<file path="config.mk">
export PLATFORM = sky130hd
export DESIGN_NAME = companion_anim_sequencer_flat
export DESIGN_NICKNAME = d
export VERILOG_FILES = /design/src/rtl/companion_anim_sequencer_pkg.sv /design/src/rtl/companion_anim_sequencer_if.sv /design/src/rtl/frame_ticker.sv /design/src/rtl/companion_anim_sequencer.sv /design/src/flat_wrapper.sv
export SDC_FILE = /design/constraint.sdc
export NUM_CORES = 1
export LEC_CHECK = 0
export ABC_AREA = 1
export CORE_ASPECT_RATIO = 0.5
export CORE_MARGIN = 1
export CORE_UTILIZATION = 50
export DETAILED_ROUTE_END_ITERATION = 12
export GPL_TIMING_DRIVEN = 0
export PLACE_DENSITY = 0.8
export SYNTH_ARGS = -nofsm -noshare
export SYNTH_HDL_FRONTEND = slang
export SYNTH_SLANG_ARGS = --single-unit
</file>
<file path="constraint.sdc">
create_clock -name clk -period 1.9 [get_ports clk]
set_input_delay 0.285 -clock clk [delete_from_list [all_inputs] [get_ports clk]]
set_output_delay 0.285 -clock clk [all_outputs]
set_load 0.02 [all_outputs]
</file>
<file path="src/rtl/companion_anim_sequencer_pkg.sv">
// Shared companion encodings: animation ids, action codes and sequencer states.
// Also used by companion_fsm, companion_status and the graphics block.
package companion_anim_sequencer_pkg;

    typedef enum logic [2:0] {
        ANIM_IDLE  = 3'd0,
        ANIM_SICK  = 3'd1,
        ANIM_FEED  = 3'd2,
        ANIM_PLAY  = 3'd3,
        ANIM_CLEAN = 3'd4
    } anim_e;

    typedef enum logic [1:0] {
        ACT_NONE  = 2'b00,
        ACT_FEED  = 2'b01,
        ACT_PLAY  = 2'b10,
        ACT_CLEAN = 2'b11
    } action_e;

    typedef enum logic [1:0] {
        ST_IDLE,
        ST_PLAY,
        ST_DONE
    } seq_state_e;

    function automatic anim_e action_anim(input action_e act);
        case (act)
            ACT_FEED:  return ANIM_FEED;
            ACT_PLAY:  return ANIM_PLAY;
            ACT_CLEAN: return ANIM_CLEAN;
            default:   return ANIM_IDLE;
        endcase
    endfunction

    // Unsigned 32-bit compare: a huge health value must never read as sick.
    function automatic anim_e idle_anim(input logic [31:0] health_val, input int unsigned threshold);
        return (health_val < threshold) ? ANIM_SICK : ANIM_IDLE;
    endfunction

endpackage

</file>
<file path="src/rtl/companion_anim_sequencer_if.sv">
// Request/status bundle between the companion FSM (master) and the animation sequencer (slave).
interface companion_anim_sequencer_if;

    logic        exec;
    logic [1:0]  selected;
    logic [31:0] health;
    logic        exec_status;
    logic [2:0]  anim_id;
    logic [3:0]  frame;
    logic        busy;
    logic        frame_tick;

    modport master (
        output exec, selected, health,
        input  exec_status, anim_id, frame, busy, frame_tick
    );

    modport slave (
        input  exec, selected, health,
        output exec_status, anim_id, frame, busy, frame_tick
    );

endinterface

</file>
<file path="src/rtl/frame_ticker.sv">
// Frame-rate divider: counts 0..CLOCK_FREQ/FRAME_RATE-1 and pulses tick_o on the last count.
module frame_ticker #(
    parameter int unsigned CLOCK_FREQ = 125_000_000,
    parameter int unsigned FRAME_RATE = 8
) (
    input  logic clk,
    input  logic rst,
    input  logic clear_i,
    output logic tick_o
);

    localparam int unsigned TICK_MAX = CLOCK_FREQ / FRAME_RATE - 1;
    localparam int unsigned CNT_W    = (TICK_MAX > 0) ? $clog2(TICK_MAX + 1) : 1;

    logic [CNT_W-1:0] count_q, count_d;

    assign tick_o = (count_q == CNT_W'(TICK_MAX));

    // NOTE: next-state gets a default on the first line so no path leaves it unassigned (no latch).
    always_comb begin
        count_d = count_q + CNT_W'(1);
        if (clear_i || tick_o) begin
            count_d = '0;
        end
    end

    // NOTE: state registers use non-blocking assignment so every flop samples pre-edge values.
    always_ff @(posedge clk) begin
        if (rst) begin
            count_q <= '0;
        end else begin
            count_q <= count_d;
        end
    end

endmodule

</file>
<file path="src/rtl/companion_anim_sequencer.sv">
// Companion animation sequencer: idle/sick loop, one-shot action animations, and a
// single-cycle completion pulse back to the companion FSM.
module companion_anim_sequencer
    import companion_anim_sequencer_pkg::*;
#(
    parameter int unsigned CLOCK_FREQ     = 125_000_000,
    parameter int unsigned FRAME_RATE     = 8,
    parameter int unsigned ACTION_FRAMES  = 8,
    parameter int unsigned IDLE_FRAMES    = 4,
    parameter int unsigned SICK_THRESHOLD = 25
) (
    input logic                       clk,
    input logic                       rst,
    companion_anim_sequencer_if.slave bus
);

    seq_state_e state_q, state_d;
    anim_e      anim_q, anim_d;
    logic [3:0] frame_q, frame_d;
    logic       tick;
    logic       clear;
    anim_e      rest_anim;
    action_e    req_act;

    assign rest_anim = idle_anim(bus.health, SICK_THRESHOLD);
    assign req_act   = action_e'(bus.selected);

    frame_ticker #(
        .CLOCK_FREQ (CLOCK_FREQ),
        .FRAME_RATE (FRAME_RATE)
    ) u_ticker (
        .clk     (clk),
        .rst     (rst),
        .clear_i (clear),
        .tick_o  (tick)
    );

    always_comb begin
        state_d = state_q;
        anim_d  = anim_q;
        frame_d = frame_q;
        clear   = 1'b0;
        case (state_q)
            ST_IDLE: begin
                anim_d = rest_anim;
                if (bus.exec) begin
                    clear   = 1'b1;
                    frame_d = '0;
                    if (req_act == ACT_NONE) begin
                        state_d = ST_DONE;
                    end else begin
                        state_d = ST_PLAY;
                        anim_d  = action_anim(req_act);
                    end
                end else if (rest_anim != anim_q) begin
                    // Switching between idle and sick loops restarts the loop from frame 0.
                    clear   = 1'b1;
                    frame_d = '0;
                end else if (tick) begin
                    frame_d = (frame_q == 4'(IDLE_FRAMES - 1)) ? 4'd0 : frame_q + 4'd1;
                end
            end
            ST_PLAY: begin
                if (tick) begin
                    if (frame_q == 4'(ACTION_FRAMES - 1)) begin
                        state_d = ST_DONE;
                        frame_d = '0;
                    end else begin
                        frame_d = frame_q + 4'd1;
                    end
                end
            end
            ST_DONE: begin
                state_d = ST_IDLE;
                anim_d  = rest_anim;
                frame_d = '0;
                clear   = 1'b1;
            end
            default: begin
                state_d = ST_IDLE;
                anim_d  = rest_anim;
                frame_d = '0;
                clear   = 1'b1;
            end
        endcase
    end

    always_ff @(posedge clk) begin
        if (rst) begin
            state_q <= ST_IDLE;
            anim_q  <= rest_anim;
            frame_q <= '0;
        end else begin
            state_q <= state_d;
            anim_q  <= anim_d;
            frame_q <= frame_d;
        end
    end

    assign bus.busy        = (state_q == ST_PLAY);
    assign bus.exec_status = (state_q == ST_DONE);
    assign bus.anim_id     = anim_q;
    assign bus.frame       = frame_q;
    assign bus.frame_tick  = tick;

endmodule
</file>
<file path="src/flat_wrapper.sv">
// flat-port wrapper written by rule: the top's interface ports become plain ports
module companion_anim_sequencer_flat import companion_anim_sequencer_pkg::*;
#(
    parameter int unsigned CLOCK_FREQ     = 125_000_000,
    parameter int unsigned FRAME_RATE     = 8,
    parameter int unsigned ACTION_FRAMES  = 8,
    parameter int unsigned IDLE_FRAMES    = 4,
    parameter int unsigned SICK_THRESHOLD = 25
)
  (clk, rst, bus_exec, bus_selected, bus_health, bus_exec_status, bus_anim_id, bus_frame, bus_busy, bus_frame_tick);
  companion_anim_sequencer_if bus_i ();
  input logic clk;
  input logic rst;
  input wire logic [$bits(bus_i.exec)-1:0] bus_exec;
  input wire logic [$bits(bus_i.selected)-1:0] bus_selected;
  input wire logic [$bits(bus_i.health)-1:0] bus_health;
  output wire logic [$bits(bus_i.exec_status)-1:0] bus_exec_status;
  output wire logic [$bits(bus_i.anim_id)-1:0] bus_anim_id;
  output wire logic [$bits(bus_i.frame)-1:0] bus_frame;
  output wire logic [$bits(bus_i.busy)-1:0] bus_busy;
  output wire logic [$bits(bus_i.frame_tick)-1:0] bus_frame_tick;
  assign bus_i.exec = bus_exec;
  assign bus_i.selected = bus_selected;
  assign bus_i.health = bus_health;
  assign bus_exec_status = bus_i.exec_status;
  assign bus_anim_id = bus_i.anim_id;
  assign bus_frame = bus_i.frame;
  assign bus_busy = bus_i.busy;
  assign bus_frame_tick = bus_i.frame_tick;
  companion_anim_sequencer #(.CLOCK_FREQ(CLOCK_FREQ), .FRAME_RATE(FRAME_RATE), .ACTION_FRAMES(ACTION_FRAMES), .IDLE_FRAMES(IDLE_FRAMES), .SICK_THRESHOLD(SICK_THRESHOLD)) u_core (.clk(clk), .rst(rst), .bus(bus_i));
endmodule
</file>
# Yosys cells after proc, flatten, opt, wreduce, memory -nomap -nowiden
# Index checks and enable logic that the tools add are counted.
# Widths: inputs -> output; s select.
[totals] register_bits=33
[op_classes] n_addsub=2 order_cmp=1 eq_ne=14 n_mux=21 n_reduce_logical=6
[ops] cell="$lt 32x5->1 const B" count=1
[ops] cell="$add 24x1->24 const B" count=1
[ops] cell="$eq 24x24->1 const B" count=1
[ops] cell="$mux 4" count=6
[ops] cell="$mux 3" count=3
[ops] cell="$pmux 3 s3" count=1
[ops] cell="$mux 2" count=4
[ops] cell="$pmux 4 s2" count=1
[ops] cell="$eq 2x2->1 const B" count=3
[ops] cell="$pmux 3 s2" count=1
[ops] cell="$add 4x1->4 const B" count=1
[ops] cell="$eq 2x1->1 const B" count=2
[ops] cell="$eq 4x2->1 const B" count=1
[ops] cell="$eq 4x3->1 const B" count=1
[ops] cell="$logic_not 2->1" count=2
[ops] cell="$ne 2x1->1 const B" count=2
[ops] cell="$ne 2x2->1 const B" count=2
[ops] cell="$ne 4x3->1 const B" count=1
[ops] cell="$pmux 2 s2" count=1
[ops] cell="$mux 1" count=3
[ops] cell="$ne 3x3->1" count=1
[ops] cell="$reduce_and 3->1" count=1
[ops] cell="$pmux 1 s2" count=1
[ops] cell="$reduce_and 2->1" count=1
[ops] cell="other kinds (2)" count=2

# Depth between registers and ports, before layout
[logic_depth] word_depth=8 mapped_depth=13 depth_no_buf=13

# Cells and area by module
# Synthesis repeated with hierarchy kept, for this count alone.
[hier_totals] hier_cells=343 hier_area_um2=2172.1
[modules_own_cells] mod="frame_ticker" instances=1 cells_each=204 area_each_um2=1348.8 seq_area_each_um2=480.5
[modules_own_cells] mod="companion_anim_sequencer" instances=1 cells_each=139 area_each_um2=823.3 seq_area_each_um2=210.2

# Least setup slack after synthesis
# OpenSTA, ideal clock, no wires.
[synth_timing] path_kind="reg-to-output" startpoint="register u_core.u_ticker.count_q[0]" endpoint="output port bus_frame_tick" arrival_time_ns=1.463 path_slack_ns=0.152 path_stages_with_launch=6 path_buffers=0 path_cell_list="dfxtp_1 ha_1 nand2_2 inv_1 nand4_1 nor4_1"
[synth_between] elab_chain_cells=1
[synth_rtl] item="from (decl)" line="frame_ticker.sv:15" rtl="logic [CNT_W-1:0] count_q, count_d;"
[synth_rtl] item="from (signal assigned)" line="frame_ticker.sv:32" rtl="count_q <= count_d;"
[synth_rtl] item="$eq 24x24->1" line="frame_ticker.sv:17" rtl="assign tick_o = (count_q == CNT_W'(TICK_MAX));"
[synth_rtl] item="to (decl)" line="flat_wrapper.sv:21" rtl="output wire logic [$bits(bus_i.frame_tick)-1:0] bus_frame_tick;"
# No other way between the ends.

# Final worst setup path
# Ends and elaborated chain as after synthesis.

==> summary.md <==
| Metric | Value |
|---|---|
| Minimum setup slack after placement | `-0.197 ns` |
| Post-DP Area | `2590 um2` |
| DIE HEIGHT | `47.4 um` |
| Outcome | `complete, no violations` |
| Total gr overflow | `0` |
| Setup Skew | `0.00454 ns` |
| Filler Cell Count | `319` |
| Adder-Cell Fraction of Synth Area | `3.03%` |
| Gpl congestion | `0.847` |
| Syn avg cell area | `roughly 6.8 um2` |
| Final ANT Viol Nets | `0` |
| Fmax | `0.551 GHz` |
| Syn nets | `346` |
| Initial antenna violation count | `0` |
| Area delta synth->final | `34.8%` |
| YS warnings | `0` |
| Critical Path RT | `1.62 ns` |
| Ys flop type | `dfxtp_1` |
| Endpoints failing hold | `0` |
| # IOs | `between 40 and 50` |
| Async SR Flop Fraction | `0%` |
| Final TNS setup | `0 ns` |
| Final setup violation count | `0` |
| Worst Setup Start Kind | `register` |
| Initial Utilization | `52.6%` |
| Largest family of logic cells by synthesized area | `simple AND/OR/NAND/NOR gates` |
| Final instance area | `roughly 2800 um2` |
| GR Util All Layers | `between 20% and 30%` |
| Seq cells post-synth | `33` |
| Worst setup EP type | `output port` |
| Per-cell routed wire length | `11.7 um` |
| Simple-gate share of the synthesized area | `44.5%` |
| Std-Cell Rows | `16` |
| Unrepaired setup endpoints after global routing | `yes` |
| Worst R2R Path Depth | `10` |
| Port Buf Inserts | `46` |
| H-Tree Depth | `2` |
| Clk slew on worst S/H paths | `0.06 ns` |
| Crit path kind | `register to output port` |
| Max-slew violation count | `0` |
| Die X | `92.9 um` |
| Power per cell area | `602 nW/um2` |
| Detail Placement HPWL | `3700 um` |
| Initial DRC count | `62` |
| Distinct cells, synth | `35` |
| TritonCTS Buffers | `5` |
| Mux contribution to synthesized area | `less than 1%` |
| Drt drc | `0` |
| Seq/Total Area, Yosys | `33.5%` |
| Final worst slack | `0.0855 ns` |
| Die area | `between 4000 and 5000 um2` |
| Maximum fanout along the worst path | `4` |
| Synth Area in XOR/XNOR | `5.09%` |
| Leak | `1.11 nW` |
| Synth Cell Area | `2060 um2` |
| Clock sink count | `33` |
| Period utilisation layout | `95.5%` |
| Largest net degree at the start of global routing | `11` |
| R2R setup slack | `0.09 ns` |
| VDD IR max | `382 uV` |
| Worst EP arrival | `about 1.5 ns` |
| Clock Path Buffers | `2` |
| Cell count after synthesis | `approximately 300` |
| Tmin final | `1.81 ns` |
| Min-delay worst type | `register to register` |
| Util after Layout | `70.9%` |
| CTS tree | `done` |
| Slew @ Worst Pin | `0.448 ns` |
| Core area | `~3900 um2` |
| Multi-input gate area | `~1300 um2` |
| Hold path depth | `1` |
| Nets | `405` |
| Slew headroom | `69.9%` |
| Routed WL | `about 4900 um` |
| Vias per cell | `roughly 5.0` |
| First-pass GRT wire length | `7250 um` |
| # diodes | `0` |
| Via count | `2083` |
| Share of layout cells above drive strength 1 | `between 10% and 20%` |
| Max Cap Viol | `0` |
| Root Driver | `clkbuf_8` |
| Vias in the first global route | `1773` |
| Drt pass-1 iters | `4` |
| EDFF count, synth | `3` |
| Synth Area in Compound Gates | `4.48%` |
| Reg area | `694 um2` |
| Worst-skew pair later-pin latency | `about 0.29 ns` |
==> area by class of cell <==
class	instances	share of cell area, %
timing repair buffer	52	17.9
inverter	44	5.94
buffer	2	0.674
clock buffer	7	3.10
sequential	33	25.0
multi-input combinational	225	45.0
tap	54	2.43
==> cells in the final DEF, fill, tap and decap left out, drive strengths merged, types with 8 or more instances in the layout <==
cell and instances:
nor2 81, nand2 66, clkdlybuf4s50 44, inv 44
dfxtp 30, nand3 15, nor3 15, buf 9
xor2 8
==> state kept, by name (all words and copies together), names as in the netlist <==
signal and count:
u_core.u_ticker.count_q 24, u_core.bus.anim_id 3, u_core.state_q 2, u_core.bus.frame 4
==> synth_stat cells (2+ instances only) <==
| library cell | count | area (um2) |
|---|---|---|
| nand4_2 | 2 | 25.0 |
| nand3b_1 | 2 | 15.0 |
| nand2_2 | 4 | 25.0 |
| nor2_2 | 7 | 43.8 |
| dfxtp_1 | 30 | 601 |
| nor3_1 | 7 | 35.0 |
| nand4_1 | 5 | 31.3 |
| nand3_2 | 2 | 20.0 |
| inv_1 | 43 | 161 |
| xor2_1 | 8 | 70.1 |
| edfxtp_1 | 3 | 90.1 |
| nor3_2 | 7 | 70.1 |
| ha_1 | 5 | 62.6 |
| nand2_4 | 2 | 22.5 |
| nand3_1 | 13 | 65.1 |
| a21oi_1 | 7 | 35.0 |
| a31oi_1 | 2 | 12.5 |
| o21ai_0 | 4 | 20.0 |
| nor2_1 | 73 | 274 |
| xnor2_1 | 4 | 35.0 |
| nand2_1 | 60 | 225 |
==> path summary, 6_finish.rpt <==
check | startpoint | to
hold reg to reg | u_core.u_ticker.count_q[0] | u_core.u_ticker.count_q[0]
hold / removal | u_core.u_ticker.count_q[0] | u_core.u_ticker.count_q[0]
setup reg to reg | u_core.u_ticker.count_q[0] | u_core.u_ticker.count_q[16]
setup / recovery | u_core.u_ticker.count_q[0] | bus_frame_tick
==> report_power, final <==
part	total [mW]	switching [mW]	internal, mW
registers	0.764	0.0302	0.733
clock network	0.526	0.240	0.287
logic	0.386	0.204	0.182
total	1.68	0.474	1.20
==> worst max-delay path, stage by stage (launching register included) <==
cell and delay, ns:
dfxtp_2 0.34, ha_2 0.21, nand2_4 0.08, inv_2 0.09, nand4_1 0.10, nor4_2 0.20, buf_2 0.22
==> per-layer routing <==
layer  up-vias  GRT usage (%)  wire length [um]
met5         -              0                 0
met2        56           40.9              2310
met4         0           11.7               115
met3        14           6.35               309
met1       949           24.2              2160
li1       1064              -                 -
==> logic make-up after synthesis <==
logic type | Yosys count
buffers and inverters | 46
DFF | 33
muxes | 1
xor gates and xnor gates | 12
AOI/OAI and AO/OA | 16
and+or+nand+nor | 191
adders and majority gates | 5
==> through the flow <==
step           hold WS, ns  std cells  total power, mW
2_1_floorplan        0.354        304            0.995
3_3_place_gp         0.439        404             1.16
3_5_place_dp         0.462        404             1.17
4_1_cts              0.429        413             1.69
5_1_grt              0.441        417             1.77
6_report             0.428        417             1.68
==> timing repair <==
| item | 4_1_cts | 5_1_grt |
|---|---|---|
| hold buffers | 0 | 0 |
| endpoints found under the setup margin | 3 | 6 |
| setup buffers | 2 | 4 |
| resized for setup | 13 | 10 |
| pin swaps | 5 | 8 |
Power figures use the tool's default switching activity.
